==> src/rtl/usbf_dma_sched_pkg.sv <==
// Shared types and widths for the USB function DMA channel scheduler.
package usbf_dma_sched_pkg;

  typedef enum logic [1:0] {
    StIdle,
    StStart,
    StXfer,
    StRelease
  } state_e;

  localparam int unsigned LenW  = 8;  // eng_len / word counter width
  localparam int unsigned HoldW = 4;  // per-channel holdoff counter width
  localparam int unsigned ChW   = 4;  // channel index width

endpackage

==> src/rtl/usbf_dma_sched_if.sv <==
// Start/transfer handshake between the DMA scheduler (master) and the external DMA engine (slave).
interface usbf_dma_sched_if;
  import usbf_dma_sched_pkg::*;

  logic            start;
  logic [ChW-1:0]  ch;
  logic [LenW-1:0] len;
  logic            stop;
  logic            ready;
  logic            word;
  logic            done;

  modport master (output start, ch, len, stop, input ready, word, done);
  modport slave  (input start, ch, len, stop, output ready, word, done);
endinterface

==> src/rtl/usbf_rr_pick.sv <==
// Combinational round-robin picker: first request not masked, searching upward from ptr with wrap.
module usbf_rr_pick
  import usbf_dma_sched_pkg::*;
#(
  parameter int unsigned N_CH = 16
) (
  input  logic [N_CH-1:0] req_i,
  input  logic [N_CH-1:0] mask_i,
  input  logic [ChW-1:0]  ptr_i,
  output logic            valid_o,
  output logic [ChW-1:0]  idx_o
);

  logic [N_CH-1:0] elig;
  logic [N_CH-1:0] shifted;
  int unsigned     c;

  always_comb begin
    elig    = req_i & ~mask_i;
    valid_o = 1'b0;
    idx_o   = '0;
    shifted = '0;
    c       = 0;
    for (int unsigned i = 0; i < N_CH; i++) begin
      c = 32'(ptr_i) + i;
      if (c >= N_CH) c = c - N_CH;
      shifted = elig >> c;
      if (!valid_o && shifted[0]) begin
        valid_o = 1'b1;
        idx_o   = ChW'(c);
      end
    end
  end

endmodule

==> src/rtl/usbf_dma_sched.sv <==
// Round-robin scheduler handing per-endpoint DMA requests to one shared DMA engine.
// Define USBF_DMA_SCHED_PRIO_EN to give channel 0 (control endpoint) strict priority.
module usbf_dma_sched
  import usbf_dma_sched_pkg::*;
#(
  parameter int unsigned N_CH    = 16,
  parameter int unsigned BURST   = 4,
  parameter int unsigned HOLDOFF = 2
) (
  input  logic             clk_i,
  input  logic             rst_i,
  input  logic [N_CH-1:0]  dma_req_i,
  output logic [N_CH-1:0]  dma_ack_o,
  usbf_dma_sched_if.master eng,
  output logic             busy_o,
  output logic             err_o
);

  state_e            state_q, state_d;
  logic [ChW-1:0]    ch_q, ch_d;
  logic [ChW-1:0]    ptr_q, ptr_d;
  logic [LenW-1:0]   wcnt_q, wcnt_d;
  logic              stopped_q, stopped_d;
  logic              stop_q, stop_d;
  logic              err_q, err_d;
  logic [N_CH-1:0]   ack_q, ack_d;
  logic [HoldW-1:0]  hold_q [N_CH];
  logic [HoldW-1:0]  hold_d [N_CH];
  logic [N_CH-1:0]   mask;
  logic              rr_valid;
  logic [ChW-1:0]    rr_idx;
  logic [ChW-1:0]    pick_idx;
  logic [ChW-1:0]    next_ptr;

  always_comb begin
    for (int unsigned i = 0; i < N_CH; i++) mask[i] = (hold_q[i] != '0);
  end

  usbf_rr_pick #(
    .N_CH (N_CH)
  ) u_pick (
    .req_i   (dma_req_i),
    .mask_i  (mask),
    .ptr_i   (ptr_q),
    .valid_o (rr_valid),
    .idx_o   (rr_idx)
  );

`ifdef USBF_DMA_SCHED_PRIO_EN
  // An eligible channel 0 also makes rr_valid true, so only the index needs overriding.
  assign pick_idx = (dma_req_i[0] && !mask[0]) ? '0 : rr_idx;
`else
  assign pick_idx = rr_idx;
`endif

  assign next_ptr = (ch_q == ChW'(N_CH - 1)) ? '0 : ch_q + 1'b1;

  always_comb begin
    state_d   = state_q;
    ch_d      = ch_q;
    ptr_d     = ptr_q;
    wcnt_d    = wcnt_q;
    stopped_d = stopped_q;
    stop_d    = 1'b0;
    ack_d     = '0;
    err_d     = err_q;
    for (int unsigned i = 0; i < N_CH; i++) begin
      hold_d[i] = (hold_q[i] != '0) ? hold_q[i] - 1'b1 : hold_q[i];
    end

    // Engine activity outside a transfer is a protocol error and otherwise ignored.
    if (state_q != StXfer && (eng.word || eng.done)) err_d = 1'b1;

    case (state_q)
      StIdle: begin
        if (rr_valid) begin
          ch_d    = pick_idx;
          state_d = StStart;
        end
      end
      StStart: begin
        if (eng.ready) begin
          wcnt_d    = '0;
          stopped_d = 1'b0;
          state_d   = StXfer;
        end
      end
      StXfer: begin
        if (!dma_req_i[ch_q] && wcnt_q < LenW'(BURST) && !stopped_q) begin
          stop_d    = 1'b1;
          stopped_d = 1'b1;
        end
        if (eng.word) begin
          if (wcnt_q == LenW'(BURST)) begin
            err_d = 1'b1;
          end else begin
            wcnt_d = wcnt_q + 1'b1;
            ack_d  = N_CH'(1) << ch_q;
          end
        end
        if (eng.done) state_d = StRelease;
      end
      StRelease: begin
        hold_d[ch_q] = HoldW'(HOLDOFF);
`ifdef USBF_DMA_SCHED_PRIO_EN
        if (ch_q != '0) ptr_d = next_ptr;
`else
        ptr_d = next_ptr;
`endif
        state_d = StIdle;
      end
      default: state_d = StIdle;
    endcase
  end

  always_ff @(posedge clk_i) begin
    if (rst_i) begin
      state_q   <= StIdle;
      ch_q      <= '0;
      ptr_q     <= '0;
      wcnt_q    <= '0;
      stopped_q <= 1'b0;
      stop_q    <= 1'b0;
      err_q     <= 1'b0;
      ack_q     <= '0;
      for (int unsigned i = 0; i < N_CH; i++) hold_q[i] <= '0;
    end else begin
      state_q   <= state_d;
      ch_q      <= ch_d;
      ptr_q     <= ptr_d;
      wcnt_q    <= wcnt_d;
      stopped_q <= stopped_d;
      stop_q    <= stop_d;
      err_q     <= err_d;
      ack_q     <= ack_d;
      for (int unsigned i = 0; i < N_CH; i++) hold_q[i] <= hold_d[i];
    end
  end

  assign eng.start = (state_q == StStart);
  assign eng.ch    = ch_q;
  assign eng.len   = LenW'(BURST);
  assign eng.stop  = stop_q;
  assign dma_ack_o = ack_q;
  assign busy_o    = (state_q != StIdle);
  assign err_o     = err_q;

endmodule
==> src/flat_wrapper.sv <==
// flat-port wrapper written by rule: the top's interface ports become plain ports
module usbf_dma_sched_flat import usbf_dma_sched_pkg::*;
#(
  parameter int unsigned N_CH    = 16,
  parameter int unsigned BURST   = 4,
  parameter int unsigned HOLDOFF = 2
)
  (clk_i, rst_i, dma_req_i, dma_ack_o, busy_o, err_o, eng_start, eng_ch, eng_len, eng_stop, eng_ready, eng_word, eng_done);
  usbf_dma_sched_if eng_i ();
  input  logic clk_i;
  input  logic rst_i;
  input  logic [N_CH-1:0] dma_req_i;
  output logic [N_CH-1:0] dma_ack_o;
  output logic busy_o;
  output logic err_o;
  output wire logic [$bits(eng_i.start)-1:0] eng_start;
  output wire logic [$bits(eng_i.ch)-1:0] eng_ch;
  output wire logic [$bits(eng_i.len)-1:0] eng_len;
  output wire logic [$bits(eng_i.stop)-1:0] eng_stop;
  input wire logic [$bits(eng_i.ready)-1:0] eng_ready;
  input wire logic [$bits(eng_i.word)-1:0] eng_word;
  input wire logic [$bits(eng_i.done)-1:0] eng_done;
  assign eng_start = eng_i.start;
  assign eng_ch = eng_i.ch;
  assign eng_len = eng_i.len;
  assign eng_stop = eng_i.stop;
  assign eng_i.ready = eng_ready;
  assign eng_i.word = eng_word;
  assign eng_i.done = eng_done;
  usbf_dma_sched #(.N_CH(N_CH), .BURST(BURST), .HOLDOFF(HOLDOFF)) u_core (.clk_i(clk_i), .rst_i(rst_i), .dma_req_i(dma_req_i), .dma_ack_o(dma_ack_o), .eng(eng_i), .busy_o(busy_o), .err_o(err_o));
endmodule
==> config.mk <==
export PLATFORM = sky130hd
export DESIGN_NAME = usbf_dma_sched_flat
export DESIGN_NICKNAME = d
export VERILOG_FILES = /design/src/rtl/usbf_dma_sched_pkg.sv /design/src/rtl/usbf_dma_sched_if.sv /design/src/rtl/usbf_rr_pick.sv /design/src/rtl/usbf_dma_sched.sv /design/src/flat_wrapper.sv
export SDC_FILE = /design/constraint.sdc
export NUM_CORES = 1
export LEC_CHECK = 0
export BUFFER_PORTS_ARGS = -buffer_cell sky130_fd_sc_hd__buf_2
export CORE_ASPECT_RATIO = 1.25
export CORE_MARGIN = 8
export CORE_UTILIZATION = 65
export DETAILED_ROUTE_END_ITERATION = 7
export GPL_TIMING_DRIVEN = 0
export PLACE_DENSITY = 0.85
export REMOVE_ABC_BUFFERS = 1
export SLEW_MARGIN = 20
export SYNTH_ARGS = -nofsm -noshare
export SYNTH_HDL_FRONTEND = slang
export SYNTH_SLANG_ARGS = --single-unit
==> constraint.sdc <==
create_clock -name clk_i -period 10.5 [get_ports clk_i]
set_input_delay 3.15 -clock clk_i [delete_from_list [all_inputs] [get_ports clk_i]]
set_output_delay 3.15 -clock clk_i [all_outputs]
set_load 0.02 [all_outputs]
# --- Yosys cells after proc, flatten, opt, wreduce, memory -nomap -nowiden ---
# Memory sizes are Yosys's and may differ from the RTL's.
# Index checks and enable logic that the tools add are counted.
totals:
  reg_bits: 37
  ramBits: 64
  inputBits: 21
  out_inout_bits: 32
  wordCells: 298
  memories: 1
op_classes:
  add_sub_neg: 49
  order_cmp: 20
  eq_ne: 12
  n_shift: 17
  muxes: 105
  bitwise_logic: 24
  n_reduce_logical: 62
mem_list:
  columns: ["memory", "depth", "word_bits", "read_ports", "rd_ports_with_merged_regs", "wr", "line_no", "text"]
  rows:
  - ["u_core.hold_q", 16, 4, 16, 0, 16, "usbf_dma_sched.sv:27", "logic [HoldW-1:0] hold_q [N_CH];"]
op_table:
  columns: ["cell", "count"]
  rows:
  - ["$mux W32", 16]
  - ["$shr A16 B32 Y1", 16]
  - ["$mux W4", 50]
  - ["$sub A5 B5 Y6 const B", 15]
  - ["$ge A5 B5 Y1 const B", 16]
  - ["$mux W64", 1]
  - ["$reduce_bool A4 Y1", 16]
  - ["$sub A4 B1 Y4 const B", 16]
  - ["$and A48 B48 Y48", 1]
  - ["$not A48 Y48", 1]
  - ["$add A4 B4 Y5 const B", 8]
  - ["$mux W1", 27]
  - ["$mux W8", 3]
  - ["$add A4 B3 Y5 const B", 4]
  - ["$logic_and A1 B1 Y1", 19]
  - ["$logic_not A1 Y1", 17]
  - ["$and A16 B16 Y16", 1]
  - ["$demux W4 S4", 1]
  - ["$not A16 Y16", 1]
  - ["$or A1 B1 Y1", 16]
  - ["$or A16 B16 Y16", 1]
  - ["$pmux W8 S2", 1]
  - ["$shl A1 B4 Y16 const A", 1]
  - ["$add A4 B2 Y5 const B", 2]
  - ["other kinds (28)", 39]

# --- Logic depth before layout (Yosys ltp) ---
# Gate-level depths: netlist of the first run.
# An unclocked memory read counts as a cell.
depth:
  word_depth: 53
  mapped_depth: 15
  depth_no_buf: 12

# --- Cells and area by module ---
# From an unflattened synthesis of the first run, not the netlist that was laid out.
hier_totals:
  cells_unflattened: 878
  area_unflattened_um2: 7494.7
by_module_without_submodules:
  columns: ["mod", "n_inst", "cells_each", "area_per_inst_um2", "seq_area_each_um2"]
  rows:
  - ["usbf_dma_sched", 1, 553, 4748.3, 2021.9]
  - ["usbf_rr_pick", 1, 325, 2746.4, 0.0]

# --- Least setup slack after synthesis of the first run ---
# No wires, ideal clock.
synth_timing:
  path_type: "input to register"
  from: "input dma_req_i[14]"
  to: "register u_core.ch_q[1] (netlist: u_core.eng.ch[1])"
  arrival_time_ns: 5.703
  t_required_ns: 10.364
  slack_ns: 4.661
  path_stages: 11
  path_buffers: 1
  path_cell_list: "or4bb_1 -> o2bb2ai_1 -> or3_4 -> mux4_2 -> nor4b_4 -> nand4_2 -> buf_6 -> nor3_4 -> a22oi_2 -> a221oi_2 -> a221oi_2"
synth_via:
  elab_chain_len: 49
  word_cells_on_any_way: 80
  cone_classes: "shift: 16; mux: 32; bitwise: 1; reduce/logical: 31"
synth_lines:
  columns: ["item", "line_no", "text"]
  rows:
  - ["from (decl)", "flat_wrapper.sv:12", "input logic [N_CH-1:0] dma_req_i;"]
  - ["$and A16 B16 Y16 (*)", "usbf_rr_pick.sv:19", "elig = req_i & ~mask_i;"]
  - ["$shr A16 B32 Y1", "usbf_rr_pick.sv:27", "shifted = elig >> c;"]
  - ["$mux W1", "usbf_rr_pick.sv:28", "if (!valid_o && shifted[0]) begin"]
  - ["$logic_not A1 Y1", "usbf_rr_pick.sv:28", null]
  - ["$logic_and A1 B1 Y1", "usbf_rr_pick.sv:28", null]
  - ["$mux W1", "usbf_rr_pick.sv:28", null]
  - ["$logic_not A1 Y1", "usbf_rr_pick.sv:28", null]
  - ["$logic_and A1 B1 Y1", "usbf_rr_pick.sv:28", null]
  - ["(+33 left out)", null, null]
  - ["$mux W1", "usbf_rr_pick.sv:28", null]
  - ["$logic_not A1 Y1", "usbf_rr_pick.sv:28", null]
  - ["$logic_and A1 B1 Y1", "usbf_rr_pick.sv:28", null]
  - ["$mux W1", "usbf_rr_pick.sv:28", null]
  - ["$logic_not A1 Y1", "usbf_rr_pick.sv:28", null]
  - ["$logic_and A1 B1 Y1", "usbf_rr_pick.sv:28", null]
  - ["$mux W1", "usbf_rr_pick.sv:28", null]
  - ["$reduce_and A2 Y1 (no line)", null, null]
  - ["to (signal assigned)", "usbf_dma_sched.sv:129", "ch_q <= ch_d;"]
  - ["to (decl)", "usbf_dma_sched.sv:20", "logic [ChW-1:0] ch_q, ch_d;"]
# Mark *: on every way between the ends. The rest lies on a longest branch, timed or not.
# A chain may end at the register's enable or synchronous reset.

# --- Worst setup path after layout of the first run ---
layout_timing:
  from: "input dma_req_i[1]"
  to: "register u_core.ch_q[1] (netlist: u_core.eng.ch[1])"
# The elaborated chain is that of the path after synthesis.

==> results of run 1 <==
stage by stage:
step | util, % | total power, mW | hold slack, ns | area, um2 | setup slack [ns]
6_report | 71.10 | 2.391 | 0.4429 | 7919 | 4.342
5_1_grt | 71.10 | 2.568 | 0.4598 | 7919 | 4.178
4_1_cts | 71.10 | 2.372 | 0.4422 | 7919 | 4.386
3_5_place_dp | 68.42 | 2.020 | 0.4309 | 7620 | 4.044
3_3_place_gp | 68.40 | 1.985 | 0.4141 | 7617 | 4.061
2_1_floorplan | - | 1.715 | 0.4013 | 7228 | 4.634
logic make-up after synthesis:
family / Yosys count / share of synthesized area [%]
flip-flops: 101 / 27.26
AND/OR/NAND/NOR: 337 / 24.98
multiplexers: 37 / 8.806
AO/OA/AOI/OAI: 183 / 16.06
other: 2 / 0.1013
XOR/XNOR: 63 / 7.439
adder cells (fa/ha/maj): 57 / 9.615
buffers and inverters: 97 / 5.735
routing by layer:
layer	GRT usage [%]	up-vias	part of all wire, %	wire (um)
li1	-	3167	-	-
met2	41.46	256	50	9121
met4	11.81	0	3.5	641
met5	0	-	0	0
met1	28.16	3109	39	7256
met3	4.639	54	7.6	1397
synthesized netlist by cell type (18+ instances only):
cell type    n
nor2_1      89
o21ai_0     36
mux4_2      20
a21oi_1     46
ha_1        57
nand3_1     31
clkbuf_1    20
xnor2_1     55
nand2_1     77
inv_1       56
nor3_1      29
o22ai_1     18
dfxtp_1    101
and2_1      19
power breakdown:
| part | leakage [nW] | total, mW | internal (mW) | switching [mW] |
|---|---|---|---|---|
| logic | 2.26 | 1.43 | 0.620 | 0.813 |
| registers | 0.831 | 0.622 | 0.497 | 0.125 |
| clock network | 0.148 | 0.336 | 0.169 | 0.167 |
| total | 3.24 | 2.39 | 1.29 | 1.10 |
critical path, stage by stage:
cell      delay, ns
buf_2          0.12
or4bb_1        0.28
nor3_1         0.09
a211o_1        0.38
mux4_2         0.56
nor4b_4        0.36
nand4_2        0.35
nor3_4         0.50
a22oi_2        0.16
a221oi_2       0.31
a221oi_2       0.09
flip-flops by register name (all words and copies together) (netlist names):
signal / flops
u_core.eng.stop: 1
u_core.err_o: 1
u_core.hold_q: 64
u_core.ptr_q: 4
u_core.stopped_q: 1
u_core.eng.ch: 4
u_core.dma_ack_o: 16
u_core.state_q: 2
u_core.wcnt_q: 8
area by class of cell:
class                   count  share of cell area (%)
inverters                  57                   2.702
clock inverters             7                  0.9322
flip-flops and latches    101                   25.53
repair buffers             44                   2.781
multi-input cells         685                   63.07
clock buffers               9                   2.844
well taps                 135                   2.133
path summary, 6_finish.rpt:
kind,from,endpoint,slack [ns]
worst min register to register,u_core.stopped_q,u_core.eng.stop,0.44
worst min-delay path,u_core.stopped_q,u_core.eng.stop,0.44
worst max register to register,u_core.ptr_q[0],u_core.eng.ch[1],4.95
worst max-delay path,dma_req_i[1],u_core.eng.ch[1],4.34
==> results.txt, run 1 <==
drc violations = 0
final count of hold timing violations = 0
flops & latches, synth = 101
commonest non-fill, non-tap cells in the layout = dfxtp_1 (101), nor2_1 (89), nand2_1 (77)
Post-Syn Area = 7417 um2
setup TNS = 0 ns
Worst Hold Depth = 1
Cell Pwr Density = 301.9 nW/um2
Netlist cell types = 78
initial antenna violation count = 0
sequential area share after synthesis = 27.26%
Worst Setup Path Type = primary input to flop
Area contributors post-synth = dfxtp_1 (27%), ha_1 (9.6%), xnor2_1 (6.5%), mux4_2 (6.1%), nor2_1 (4.5%)
Yosys warning total = 0
layout cells sized above 1 = 11.30%
critical path required time = 10.70 ns
fin cells = 1,038
Chip Height = 135.4 um
outcome = finished clean
grt ovf = 0
Syn-to-layout area delta = 6.764%
WL/cell = 17.74 um
largest net degree at the start of global routing = 53
relative slew slack = 31.11%
IO Port Bufs = 44
maximum vdd ir drop = 0.0001776 V
num ports = 53
clk_lat worst skew = 0.36 ns
maximum clock insertion buffer count = 2
post-synth top area share = 27.26%
number of clock sinks = 101
Max Freq = 162.4 MHz
cts hold-fix bufs = 0
Num CTS Buffers = 9
die area = 15,110 um2
hpwl dp = 13.47 mm
number of synthesized flops with an enable pin = 0
DR vias/cell = 6.345
core box area = 11,140 um2
routed vias = 6,586
DR iter-0 viols = 469
row cnt = 43
clock-pin slew on the worst setup and hold paths = 0.08 ns
number of detailed-route iterations in the first pass = 5
Worst EP arrival = 6.36 ns
vias in the first global route = 6,188
Tot GR Track Use = 24.05%
Max-cap violations = 0
Placed Cells = 1,022
final setup fails = 0
clk root buf = clkbuf_16
ys async rst share = 0%
Final nets = 976
WL final = 18.42 mm
crit-path max FO = 12
CTS tree = done
Filler Cells Inserted = 865
Worst Hold Class = flop to flop
register area = 2022 um2
RePlAce Congestion = 0.9699
Worst setup EP type = flop
skew final = 0.01169 ns
most common cell after layout, fill and taps aside = dfxtp_1
ant diodes = 0
Synth Area per Inst = 8.457 um2
final antenna-violating net count = 0
initial core utilization = 66.60%
Worst Max-Slew Pin Slew = 1.032 ns
r2r worst-path depth = 12
Setup Buffers After CTS = 0
pins over their slew limit = 0
CP Launch Type = primary input
H-tree depth = 3
first-pass GRT wire length = 29.88 mm
Tmin final = 6.158 ns
Static Leak = 3.241 nW
cts repair resizes = 0
Gate Count Post-Synth = 877
die span in x = 111.5 um
multi-input gate area in the final layout = 4995 um2
RSZ-0062 raised after global routing = false
Tcrit/Tclk final = 58.65%
most area-hungry cell type in the Yosys netlist = dfxtp_1
ys flop type = dfxtp_1
(Power assumes the default switching activity.)
==> run 2, diff against run 1 <==
Settings changed: CORE_UTILIZATION 65 to 56, PLACE_DENSITY 0.85 to 0.78.
Clock period 10.5 ns to 5.32 ns, I/O delays scaled along.
==> run 2 against run 1 <==
Non-clock buffer count unchanged. Cell count increased by 3.5%. Clock skew decreased by 0.0037 ns. Design area increased by 0.73%. Sequential share of layout area decreased by 0.15 points. Worst hold slack got worse by 0.015 ns. Critical path type is now flop to flop. Critical endpoint unchanged.
==> results.txt, run 2 (same netlist as run 1, synthesis figures left out) <==
layout cells sized above 1 = 11.63% (+0.33 points)
fin cells = 1,074 (+3.5%)
clk root buf = clkbuf_16
crit-path max FO = 23 (+11)
commonest non-fill, non-tap cells in the layout = dfxtp_1 (99), nor2_1 (89), nand2_1 (77)
core box area = 13,110 um2 (+18%)
grt ovf = 0 (unchanged)
cts hold-fix bufs = 0 (unchanged)
ant diodes = 0 (unchanged)
fin util = 60.82% (-10 points)
drc violations = 0 (unchanged)
slack of the critical path = 0.4122 ns (-3.930 ns)
WL/cell = 17.32 um (-2.4%)
Syn-to-layout area delta = 7.540%
Worst setup EP type = flop
hold slack = 0.4280 ns (-0.01484 ns)
Num CTS Buffers = 9 (unchanged)
worst r2r src = u_core.ptr_q[0]
final count of hold timing violations = 0 (unchanged)
final setup fails = 0 (unchanged)
RSZ-0062 raised after global routing = false
RePlAce Congestion = 0.9551 (-1.5%)
clock share of power = 14.4% (+0.3 points)
largest net degree at the start of global routing = 53 (unchanged)
die area = 17,210 um2 (+14%)
number of clock sinks = 101 (unchanged)
die span in x = 118.9 um (+6.6%)
Tcrit/Tclk final = 92.25%
CTS tree = done
Placed Area = 7665 um2 (+0.59%)
Cell Chain, Critical Path = inv_2 -> ha_2 -> nand2b_1 -> nor2_1 -> or3_4 -> mux4_2 -> nor4b_4 -> nand4_2 -> nor3_4 -> a22oi_2 -> a221oi_2 -> a221oi_2
initial antenna violation count = 0 (unchanged)
final antenna-violating net count = 0 (unchanged)
Largest Register = u_core.hold_q
Worst Setup SP = u_core.ptr_q[0]
reg2reg end = u_core.eng.ch[1]
first-pass GRT wire length = 30.45 mm (+1.9%)
max FFs per register = 64 (unchanged)
WL final = 18.60 mm (+0.98%)
Tot Pwr = 4.743 mW (+98%)
Tmin final = 4.908 ns
Worst EP arrival = 5.10 ns (-1.26 ns)
CP max stage cell = ha_2
Worst Hold Class = flop to flop
clk_lat worst skew = 0.36 ns (about the same)
CP endpoint = u_core.eng.ch[1]
hpwl dp = 13.87 mm (+3.0%)
clock-pin slew on the worst setup and hold paths = 0.07 ns (about the same)
critical path required time = 5.51 ns (-5.19 ns)
Max-cap violations = 0 (unchanged)
Final Cell Area = 7976 um2 (+0.73%)
Switching Fraction = 45.62% (-0.57 points)
Worst Max-Slew Pin Slew = 0.9795 ns (-0.05253 ns)
vias in the first global route = 6,229 (+0.66%)
H-tree depth = 3 (unchanged)
row cnt = 47 (+9.3%)
maximum vdd ir drop = 0.0003186 V (+79%)
maximum clock insertion buffer count = 2 (unchanged)
Reg power frac = 25.9% (about the same)
CP Launch Type = flop
DR iter-0 viols = 450 (-4.1%)
most common cell after layout, fill and taps aside = dfxtp_1
setup TNS = 0 ns (unchanged)
Final nets = 976 (unchanged)
num ports = 53 (unchanged)
most frequent cell on the critical path = a221oi_2
r2r worst-path depth = 12 (unchanged)
Crit path max-delay family = simple AND/OR/NAND/NOR gates
Placement Setup Slack = -0.1660 ns (-4.210 ns)
Tot GR Track Use = 21.85% (-2.2 points)
R2R Setup Slk = 0.41 ns (-4.54 ns)
Static Leak = 3.246 nW (+0.15%)
relative slew slack = 34.70% (+3.6 points)
Cell Pwr Density = 594.7 nW/um2 (+97%)
Worst Setup Path Type = flop to flop
initial core utilization = 56.56% (-10 points)
Max Freq = 203.8 MHz
IO Port Bufs = 44 (unchanged)
skew final = 0.008030 ns (-0.003656 ns)
Pint = 2.579 mW (+100%)
number of detailed-route iterations in the first pass = 5 (unchanged)
pins over their slew limit = 0 (unchanged)
Chip Height = 144.7 um (+6.8%)
Placed Cells = 1,058 (+3.5%)
DR vias/cell = 6.129 (-3.4%)
max incr delay on CP = 0.72 ns (+0.16 ns)
routed vias = 6,583 (-0.046%)
Net Sw Power = 2.164 mW (+96%)
proportion of power drawn by combinational gates = 59.8% (about the same)
CP bufs+invs = 1 (unchanged)
outcome = finished clean
Crit path depth = 12 (+1)
run 2: changes by cell type in the layout (fill, tap and decap cells not counted), sizes merged:
cell and change:
inv -2, bufinv +1, clkinv +1
run 2: per-layer routing:
| layer | up-vias | track usage (%) | wire length (um) |
|---|---|---|---|
| met4 | 0 | 12.07 | 788 |
| met2 | 222 | 38.20 | 9114 |
| met5 | - | 0 | 0 |
| met1 | 3111 | 25.40 | 7526 |
| met3 | 63 | 3.144 | 1168 |
| li1 | 3187 | - | - |
run 2: power by group through the flow:
stage | clock network (mW) | registers (mW) | logic, mW
after floorplan | 0 | 1.18 | 2.20
after global placement | 0 | 1.23 | 2.71
after detailed placement | 0 | 1.23 | 2.78
after CTS | 0.693 | 1.22 | 2.80
after global routing | 0.729 | 1.26 | 3.12
final | 0.682 | 1.23 | 2.83
run 2: cell type report:
class / count / area [um2]
Fill cell: 1126 / 5137
Clock buffer: 9 / 225.2
Clock inverter: 7 / 81.33
Sequential cell: 101 / 2024
Inverter: 57 / 214.0
Tap cell: 171 / 214.0
Timing Repair Buffer: 44 / 220.2
Multi-Input combinational cell: 685 / 4997
run 2: worst min-delay path by stage:
stage / from / end / slack [ns] / depth (start not counted)
floorplan: u_core.stopped_q / u_core.eng.stop / 0.40 / 1
global placement: u_core.stopped_q / u_core.eng.stop / 0.41 / 1
CTS: u_core.stopped_q / u_core.eng.stop / 0.43 / 1
finish: u_core.stopped_q / u_core.eng.stop / 0.43 / 1
global route: u_core.stopped_q / u_core.eng.stop / 0.46 / 1
detailed placement: u_core.stopped_q / u_core.eng.stop / 0.41 / 1
run 2: worst reg2reg max path: stages (launching register included):
cell,delay [ns]
dfxtp_2,0.69
inv_2,0.28
ha_2,0.72
nand2b_1,0.26
nor2_1,0.08
or3_4,0.40
mux4_2,0.53
nor4b_4,0.37
nand4_2,0.37
nor3_4,0.51
a22oi_2,0.15
a221oi_2,0.30
a221oi_2,0.09
run 2: repair_timing:
| action | 4_1_cts | 5_1_grt |
|---|---|---|
| setup buffers | 0 | 0 |
| endpoints found under the setup margin | 6 | 6 |
| resized for setup | 1 | 2 |
==> run 3, diff against run 2 <==
Settings changed: CELL_PAD_IN_SITES_DETAIL_PLACEMENT set to 1, CELL_PAD_IN_SITES_GLOBAL_PLACEMENT set to 1, CORE_UTILIZATION 56 to 42, PLACE_DENSITY 0.78 to unset, PLACE_DENSITY_LB_ADDON set to 0.1.
==> run 3 against run 2 <==
Clock power about the same. Design area up 1.1%. Flip-flop and latch count stayed put. Maximum frequency is 0.88% lower. Non-clock buffer count increased by 1. Critical path type unchanged. Largest cell class unchanged.
==> results.txt, run 3 (same netlist as run 1, synthesis figures left out) <==
Net Sw Power = 2.313 mW (+6.9%)
die span in x = 134.9 um (+13%)
max FFs per register = 64 (unchanged)
cts repair resizes = 2 (+1)
number of clock sinks = 101 (unchanged)
Cell Chain, Critical Path = inv_2 -> ha_2 -> nand2b_1 -> nor2_1 -> or3_4 -> mux4_2 -> nor4b_4 -> nand4_2 -> nor3_4 -> a22oi_2 -> a221oi_2 -> a221oi_2
DR iter-0 viols = 352 (-22%)
CTS tree = done
Max Freq = 202.0 MHz (-0.88%)
Final nets = 977 (+0.10%)
WL/cell = 20.17 um (+16%)
Worst Max-Slew Pin Slew = 1.044 ns (+0.06426 ns)
commonest non-fill, non-tap cells in the layout = dfxtp_1 (99), nor2_1 (89), nand2_1 (77)
row cnt = 54 (+15%)
RSZ-0062 raised after global routing = false
ant diodes = 0 (unchanged)
Worst Hold Path EP = u_core.eng.stop
number of detailed-route iterations in the first pass = 5 (unchanged)
setup TNS = 0 ns (unchanged)
Cell Pwr Density = 603.6 nW/um2 (+1.5%)
initial core utilization = 42.72% (-14 points)
maximum clock insertion buffer count = 2 (unchanged)
Worst Setup Path Type = flop to flop
R2R Setup Slk = 0.37 ns (-0.04 ns)
largest net degree at the start of global routing = 53 (unchanged)
most common cell after layout, fill and taps aside = dfxtp_1
Placed Area = 7751 um2 (+1.1%)
Tmin final = 4.951 ns (+0.04349 ns)
WL final = 22.75 mm (+22%)
num ports = 53 (unchanged)
vias in the first global route = 6,979 (+12%)
CP bufs+invs = 1 (unchanged)
HP Start = u_core.stopped_q
Max-cap violations = 0 (unchanged)
layout cells sized above 1 = 11.73% (+0.098 points)
skew final = 0.01844 ns (+0.01041 ns)
pins over their slew limit = 0 (unchanged)
critical path required time = 5.51 ns (about the same)
die area = 22,190 um2 (+29%)
final setup fails = 0 (unchanged)
Worst Setup SP = u_core.ptr_q[0]
maximum vdd ir drop = 0.0002508 V (-21%)
Pint = 2.555 mW (-0.96%)
RePlAce Congestion = 0.9283 (-2.8%)
Chip Height = 164.6 um (+14%)
max incr delay on CP = 0.75 ns (+0.03 ns)
Final Cell Area = 8065 um2 (+1.1%)
core box area = 17,360 um2 (+32%)
Worst EP arrival = 5.15 ns (+0.05 ns)
outcome = finished clean
Crit path max-delay family = simple AND/OR/NAND/NOR gates
CP max stage cell = ha_2
Num CTS Buffers = 9 (unchanged)
grt ovf = 0 (unchanged)
H-tree depth = 3 (unchanged)
Tcrit/Tclk final = 93.07% (+0.82 points)
DR vias/cell = 5.884 (-4.0%)
CP Launch Type = flop
clk_lat worst skew = 0.37 ns (about the same)
Largest Register = u_core.hold_q
drc violations = 0 (unchanged)
Syn-to-layout area delta = 8.738%
proportion of power drawn by combinational gates = 60.6% (+0.8 points)
crit-path max FO = 23 (unchanged)
most frequent cell on the critical path = a221oi_2
Switching Fraction = 47.52% (+1.9 points)
Worst Hold Depth = 1 (unchanged)
Static Leak = 3.251 nW (+0.17%)
Tot GR Track Use = 20.69% (-1.2 points)
final count of hold timing violations = 0 (unchanged)
cts hold-fix bufs = 0 (unchanged)
hpwl dp = 17.48 mm (+26%)
initial antenna violation count = 0 (unchanged)
Worst setup EP type = flop
clock share of power = 14.0% (-0.4 points)
Tot Pwr = 4.868 mW (+2.6%)
clk root buf = clkbuf_16
reg2reg end = u_core.eng.ch[1]
Worst Hold Class = flop to flop
IO Port Bufs = 44 (unchanged)
final antenna-violating net count = 0 (unchanged)
first-pass GRT wire length = 36.36 mm (+19%)
relative slew slack = 30.42% (-4.3 points)
Reg power frac = 25.4% (-0.5 points)
routed vias = 6,637 (+0.82%)
r2r worst-path depth = 12 (unchanged)
Setup Buffers After CTS = 0 (unchanged)
worst r2r src = u_core.ptr_q[0]
clock-pin slew on the worst setup and hold paths = 0.08 ns (about the same)
## run 3: cell types whose count changed in the layout (fill, tap and decap cells not counted)
cell | previous run | this run
buf_12 | 0 | 1
inv_6 | 2 | 4
clkinv_2 | 1 | 0
inv_8 | 1 | 0
clkinv_8 | 0 | 3
clkinv_4 | 2 | 0
bufinv_16 | 1 | 0
## run 3: through the flow
step,hold WS [ns],utilization [%],instances,worst slack [ns]
finish,0.4391,46.45,1128,0.3688
detailed placement,0.4219,44.64,1112,-0.2736
floorplan,0.4013,-,843,0.8539
global route,0.4751,46.45,1128,0.08130
global placement,0.4173,44.51,1111,-0.2097
CTS,0.4477,46.44,1128,0.1314
## run 3: layout make-up
type	count	area, um2
Timing Repair Buffer	45	240.2
Sequential cell	101	2024
Multi-Input combinational cell	685	4997
Fill cell	2121	9299
Inverter	57	214.0
Tap cell	224	280.3
Clock buffer	9	225.2
Clock inverter	7	83.83
## run 3: power by group through the flow
| stage | clock [mW] | combinational [mW] | sequential, mW |
|---|---|---|---|
| floorplan | 0 | 2.20 | 1.18 |
| detailed placement | 0 | 2.93 | 1.25 |
| global route | 0.737 | 3.24 | 1.27 |
| CTS | 0.701 | 2.96 | 1.24 |
| global placement | 0 | 2.78 | 1.23 |
| finish | 0.683 | 2.95 | 1.24 |
## run 3: metal layers
metal / part of all wire (%) / up-vias / GRT usage [%] / wire length [um]
li1: - / 3167 / - / -
met1: 41 / 3315 / 23.46 / 9421
met2: 52 / 120 / 37.75 / 11900
met3: 3.3 / 35 / 3.043 / 755
met4: 3.0 / 0 / 8.747 / 673
met5: 0 / - / 0 / 0
## run 3: worst max-delay path by stage
stage	endpoint	slack (ns)	depth (start not counted)
CTS	u_core.eng.ch[1]	0.13	12
global placement	u_core.eng.ch[1]	-0.21	12
detailed placement	u_core.eng.ch[1]	-0.27	12
finish	u_core.eng.ch[1]	0.37	12
floorplan	u_core.eng.ch[1]	0.85	12
global route	u_core.eng.ch[1]	0.08	12
